File: config.mk
export PLATFORM = sky130hd
export DESIGN_NAME = rsc_expected_table
export DESIGN_NICKNAME = d
export VERILOG_FILES = /design/src/rtl/regfile_scan_pkg.sv /design/src/rtl/rsc_expected_table.sv
export SDC_FILE = /design/constraint.sdc
export NUM_CORES = 1
export LEC_CHECK = 0
export BUFFER_PORTS_ARGS = -buffer_cell sky130_fd_sc_hd__buf_2
export CAP_MARGIN = 10
export CELL_PAD_IN_SITES_DETAIL_PLACEMENT = 1
export CELL_PAD_IN_SITES_GLOBAL_PLACEMENT = 1
export CORE_MARGIN = 3
export CORE_UTILIZATION = 58
export CTS_CLUSTER_DIAMETER = 120
export DETAILED_ROUTE_END_ITERATION = 8
export PLACE_DENSITY_LB_ADDON = 0.1
export SLEW_MARGIN = 20
export SYNTH_ARGS = -nofsm -noshare
export SYNTH_HDL_FRONTEND = slang
export SYNTH_SLANG_ARGS = --single-unit
File: constraint.sdc
create_clock -name clock -period 2 [get_ports clock]
set_input_delay 0.1 -clock clock [delete_from_list [all_inputs] [get_ports clock]]
set_output_delay 0.1 -clock clock [all_outputs]
set_load 0.01 [all_outputs]
File: src/rtl/regfile_scan_pkg.sv
// Shared widths and FSM state encoding for the register-file scan checker.
package regfile_scan_pkg;
    localparam int REG_IDX_W = 5;
    localparam int COUNT_W   = 6;

    typedef enum logic [2:0] {
        IDLE,
        ISSUE,
        WAIT,
        COMPARE,
        DONE
    } state_t;
endpackage

File: src/rtl/rsc_expected_table.sv
// Expected-value table: per-entry data plus a check-mask bit, read combinationally by index.
module rsc_expected_table
    import regfile_scan_pkg::*;
#(
    parameter int NUM_REGS = 32,
    parameter int DATA_W   = 32
) (
    input  logic                 clock,
    input  logic                 reset,
    input  logic                 wr_allow,
    input  logic                 exp_we,
    input  logic [REG_IDX_W-1:0] exp_addr,
    input  logic [DATA_W-1:0]    exp_data,
    input  logic                 exp_clear,
    input  logic [REG_IDX_W-1:0] rd_idx,
    output logic [DATA_W-1:0]    exp_val,
    output logic                 exp_mask
);
    logic [NUM_REGS-1:0] mask;
    logic [DATA_W-1:0]   mem [NUM_REGS];

    // Clear beats a same-cycle write so the entry stays unmasked.
    always_ff @(posedge clock or negedge reset) begin
        if (!reset)
            mask <= '0;
        else if (wr_allow && exp_clear)
            mask <= '0;
        else if (wr_allow && exp_we)
            mask[exp_addr] <= 1'b1;
    end

    // Data needs no reset: an entry is only consulted once its mask bit is set.
    always_ff @(posedge clock) begin
        if (wr_allow && exp_we && !exp_clear)
            mem[exp_addr] <= exp_data;
    end

    assign exp_val  = mem[rd_idx];
    assign exp_mask = mask[rd_idx];
endmodule

Yosys cells after proc, flatten, opt, wreduce, memory -nomap -nowiden
Memory sizes are Yosys's and may differ from the RTL's.
Cells that the tools add are included.
{ "word_totals": {"register_bits": 32, "mem_bits_rw": 1024, "in_bits": 47, "out_inout_bits": 33, "elab_cells": 20, "mem_count": 1} }
{ "op_classes": {"order_cmp": 3, "mux": 8, "bitwise": 1, "n_reduce_logical": 6} }
{ "mem_list": {"columns": ["memory", "depth", "width", "read_ports", "rd_clocked_by_memory_dff", "write_ports", "line", "rtl"], "rows": [
  ["mem", 32, 32, 1, 0, 1, "rsc_expected_table.sv:20", "logic [DATA_W-1:0] mem [NUM_REGS];"]
]} }
{ "ops": {"columns": ["operator", "n"], "rows": [
  ["2-to-1 mux 32 bit", 2],
  ["bitwise OR 32 bit", 1],
  ["< comparator 5 x 6 -> 1 bit, second input constant", 2],
  ["binary-select mux 1 bit (select 5 bit)", 1],
  ["demux 1 bit (select 5 bit)", 1],
  ["greater-or-equal comparator 5 x 1 -> 1 bit, second input constant", 1],
  ["logical AND 1 bit", 4],
  ["2-to-1 mux 1 bit", 4],
  ["nonzero test 2 bit", 1],
  ["logical NOT 1 bit", 1]
]} }

Depth between registers and ports, before layout
{ "logic_depth": {"ltp_word": 7, "depth_mapped": 8, "ltp_nobuf": 5} }

Worst setup path before layout
No wires, ideal clock.
{ "synth_path": {"path_kind": "input port to flip-flop", "start": "input exp_addr[0]", "end": "memory mem[29][0], enable pin", "setup_time_ns": 0.421, "arrival_ns": 2.151, "required_time_ns": 1.579, "path_slack_ns": -0.572, "stages": 5, "n_path_buf": 1, "cell_sequence": "inv_1 -> nor3_2 -> nand2b_1 -> clkbuf_1 -> nor2_1"} }
{ "synth_rtl": {"columns": ["item", "line", "rtl"], "rows": [
  ["start, declared", "rsc_expected_table.sv:12", "input logic [REG_IDX_W-1:0] exp_addr,"],
  ["end, declared", "rsc_expected_table.sv:20", null]
]} }
No word-level cell before the write port.

Worst setup path in the final report
{ "layout_path": {"start": "memory mem[2][1]", "end": "output exp_val[1]"} }
{ "layout_via": {"elab_chain_cells": 1} }
{ "layout_rtl": {"columns": ["item", "line", "rtl"], "rows": [
  ["memory read (32 x 32 bit)", null, null],
  ["end, declared", "rsc_expected_table.sv:16", "output logic [DATA_W-1:0] exp_val,"]
]} }
Every way passes these cells.

==> flow_summary.ini <==
[status]
outcome = finished, violations left
failed_checks = negative setup slack

[power_and_ir_drop]
p_int_mw = 36.3
p_clk_frac = 0.413
ir_worst_vdd_mv = 0.805
pwr-share-comb = 0.060
power_density_mw_per_mm2 = 947
swShare = 0.215
p_leak_nw = 17.4
pwr-share-seq = 0.527
p_switching_mw = 9.96

[timing]
period_share = 1.15
relSlewSlack = 0.405
skew_ps = 0
setup_viol = 27
finalCriticalPeriod_ps = 2300
fmax_ghz = 0.434
grt_setup_unrepaired = true
hold_viol_final = 0
slew_viol_final = 0
worst_pin_slew_ps = 889
setup_tns_ps = -3000
worst_slack_ps = -304

[worst_setup_path]
crit_type = reg -> out
slowest_stage = edfxtp_1
worstSetupStartpointType = register
crit_required_ps = 1900
worstPathCellList = mux2i_2 -> a22o_1 -> nor3_2 -> a31oi_1 -> nand3_2 -> buf_6
crit_arrival_ps = 2200
end_kind = output pin
critPathMaxFanout = 1
cpPeakStageDelay_ps = 410

[floorplanning]
dieArea_mm2 = 0.0746
start_util = 0.588
die_y_um = 273
ioPinCount = 80
die_w_um = 273
rows = 97
core_area_mm2 = 0.0704

[clock_network]
insertion_delay_ps = 650
cts.sinks = 1056
cts.htree.levels = 3
cts_made_buffers = 104
clk_pin_slew_ps = 60
clockBufferDepth = 3
cts_tree = done
root_buffer = clkbuf_16

[final_layout]
design_area_mm2 = 0.0489
syn_to_final_growth_pct = 18.0
drive_above_1_share = 0.182
nNetsFinal = 2684

[placed_design]
dpl_cell_area_mm2 = 0.0448
place_congestion = 0.796
io_buffers = 79
place_hpwl_um = 67300

[synth]
yosys_warnings = 0
yosysUniqueCellTypes = 31
synth-seq-cells = 1056
seq_area_frac_synth = 0.762
syn-instance-count = 2390
synth_area_mm2 = 0.0414
syn-num-nets = 2437
avgSynthCellArea_um2 = 17.3

[global_route]
track_usage = 0.332
antenna_found_initial = 4
grt_pass1_vias = 25600
grt_max_degree = 40
grt_pass1_wl_um = 178000
grt.overflow.total = 0

[route]
via_per_inst = 6.52
drc = 0
vias = 23900
drt_iter0_markers = 3026
dr.pass1.iters = 6
wl_um = 123000
wl_per_cell_um = 33.4
antenna_left = 0

[flow_run]
cap_violations = 0

[hold_path]
min_path_type = in -> async
==> sequential cells by signal, indices dropped and copies added, names as in the netlist <==
signal and count:
mem 1024, mask 32
==> cell families (layout without fill, tap and decap cells) <==
group,count (synthesis),after routing,synth area share
flops,1056,1056,0.762
mux,528,528,0.128
simple gates,332,332,0.0363
compound gates,329,329,0.0527
buf+inv,145,480,0.0215
other cells,0,1,0
==> layout make-up <==
cell class	instances	area, um^2
Antenna cell	1	2.50
Clock buffer	143	2880
Clock inverter	51	418
Multi-Input combinational cell	1189	9570
Fill cell	5791	21500
Tap cell	940	1180
Sequential cell	1056	31600
Inverter	1	3.75
Timing Repair Buffer	285	3270
==> what timing repair did <==
item | CTS | global route
gates resized for setup | 64 | 25
gates cloned | 0 | 0
hold buffers | 37 | 0
setup buffers | 0 | 1
pin swaps | 52 | 46
endpoints found under the setup margin | 31 | 33
hold endpoints to repair | 1056 | 0
==> synthesized netlist by cell type (all sizes together) <==
cell / number / area, um^2
dfrtp: 32 / 801
and2: 3 / 18.8
and3: 1 / 6.26
nand2: 103 / 387
mux2i: 528 / 5290
edfxtp: 1024 / 30700
a21oi: 131 / 656
a31oi: 33 / 206
nand3b: 2 / 15.0
nand2b: 4 / 25.0
and3b: 2 / 17.5
clkbuf: 47 / 184
a22o: 66 / 578
nor3b: 2 / 15.0
or3: 3 / 18.8
nor2b: 2 / 12.5
nor3: 36 / 190
a22oi: 99 / 743
or3b: 2 / 17.5
buf: 97 / 702
nor2: 69 / 262
or2: 2 / 12.5
inv: 1 / 3.75
nand3: 101 / 505
==> power groups by stage <==
stage / clock network, mW / logic (mW) / registers, mW
after floorplan: 0 / 1.34 / 24.8
after global placement: 0 / 2.42 / 24.8
after detailed placement: 0 / 2.52 / 24.9
after CTS: 19.3 / 2.71 / 24.4
after global routing: 20.3 / 2.92 / 24.4
final: 19.1 / 2.77 / 24.4
==> worst paths after layout <==
kind	startpoint	end	slack, ps	cells past startpoint
max	mem[2][1]$_DFFE_PP_	exp_val[1]	-300	6
min in group clock	exp_addr[4]	mask[25]$_DFFE_PN0P_	100	5
max in group asynchronous	reset	mask[22]$_DFFE_PN0P_	1470	2
min	reset	mask[7]$_DFFE_PN0P_	60	2
max reg2reg	mask[3]$_DFFE_PN0P_	mask[3]$_DFFE_PN0P_	1180	3
min reg2reg	mask[28]$_DFFE_PN0P_	mask[28]$_DFFE_PN0P_	500	2
==> through the flow <==
stage	total power [mW]	hold WS, ps	cells	setup slack, ps	util
6_report	46.3	57.8	3666	-304	0.694
5_1_grt	47.6	97.8	3665	-326	0.694
4_1_cts	46.4	29.2	3665	-327	0.693
3_5_place_dp	27.4	191	3434	-25.5	0.636
3_3_place_gp	27.3	170	3434	36.1	0.636
2_1_floorplan	26.2	-196	2390	-511	-
==> critical path, delay by kind of cell, from the launching register on <==
| kind | cells | cell delay, ps |
|---|---|---|
| AO/OA/AOI/OAI | 2 | 490 |
| flip-flops | 1 | 410 |
| AND/OR/NAND/NOR | 2 | 270 |
| multiplexers | 1 | 210 |
| buffers and inverters | 1 | 170 |
==> placed cells by master (no fill, tap or decap), drive strengths merged <==
master / synthesis / routed
or3b: 2 / 2
and2: 3 / 3
a22oi: 99 / 99
a22o: 66 / 66
bufinv: 0 / 7
nor2: 69 / 69
a31oi: 33 / 33
nand3b: 2 / 2
a21oi: 131 / 131
or3: 3 / 3
clkbuf: 47 / 143
edfxtp: 1024 / 1024
nand2: 103 / 103
mux2i: 528 / 528
dfrtp: 32 / 32
diode: 0 / 1
buf: 97 / 248
clkinv: 0 / 43
and3: 1 / 1
inv: 1 / 2
or2: 2 / 2
nand2b: 4 / 4
nand3: 101 / 101
nor3: 36 / 36
nor2b: 2 / 2
nor3b: 2 / 2
dlygate4sd3: 0 / 37
and3b: 2 / 2
==> routing by layer <==
layer  share of wire  track usage  vias up
met5         0.00031            0        -
li1                -            -     9947
met4           0.032        0.114        6
met2            0.50        0.548     1157
met1            0.39        0.458    12600
met3           0.075       0.0493      251
(Power assumes the default switching activity.)
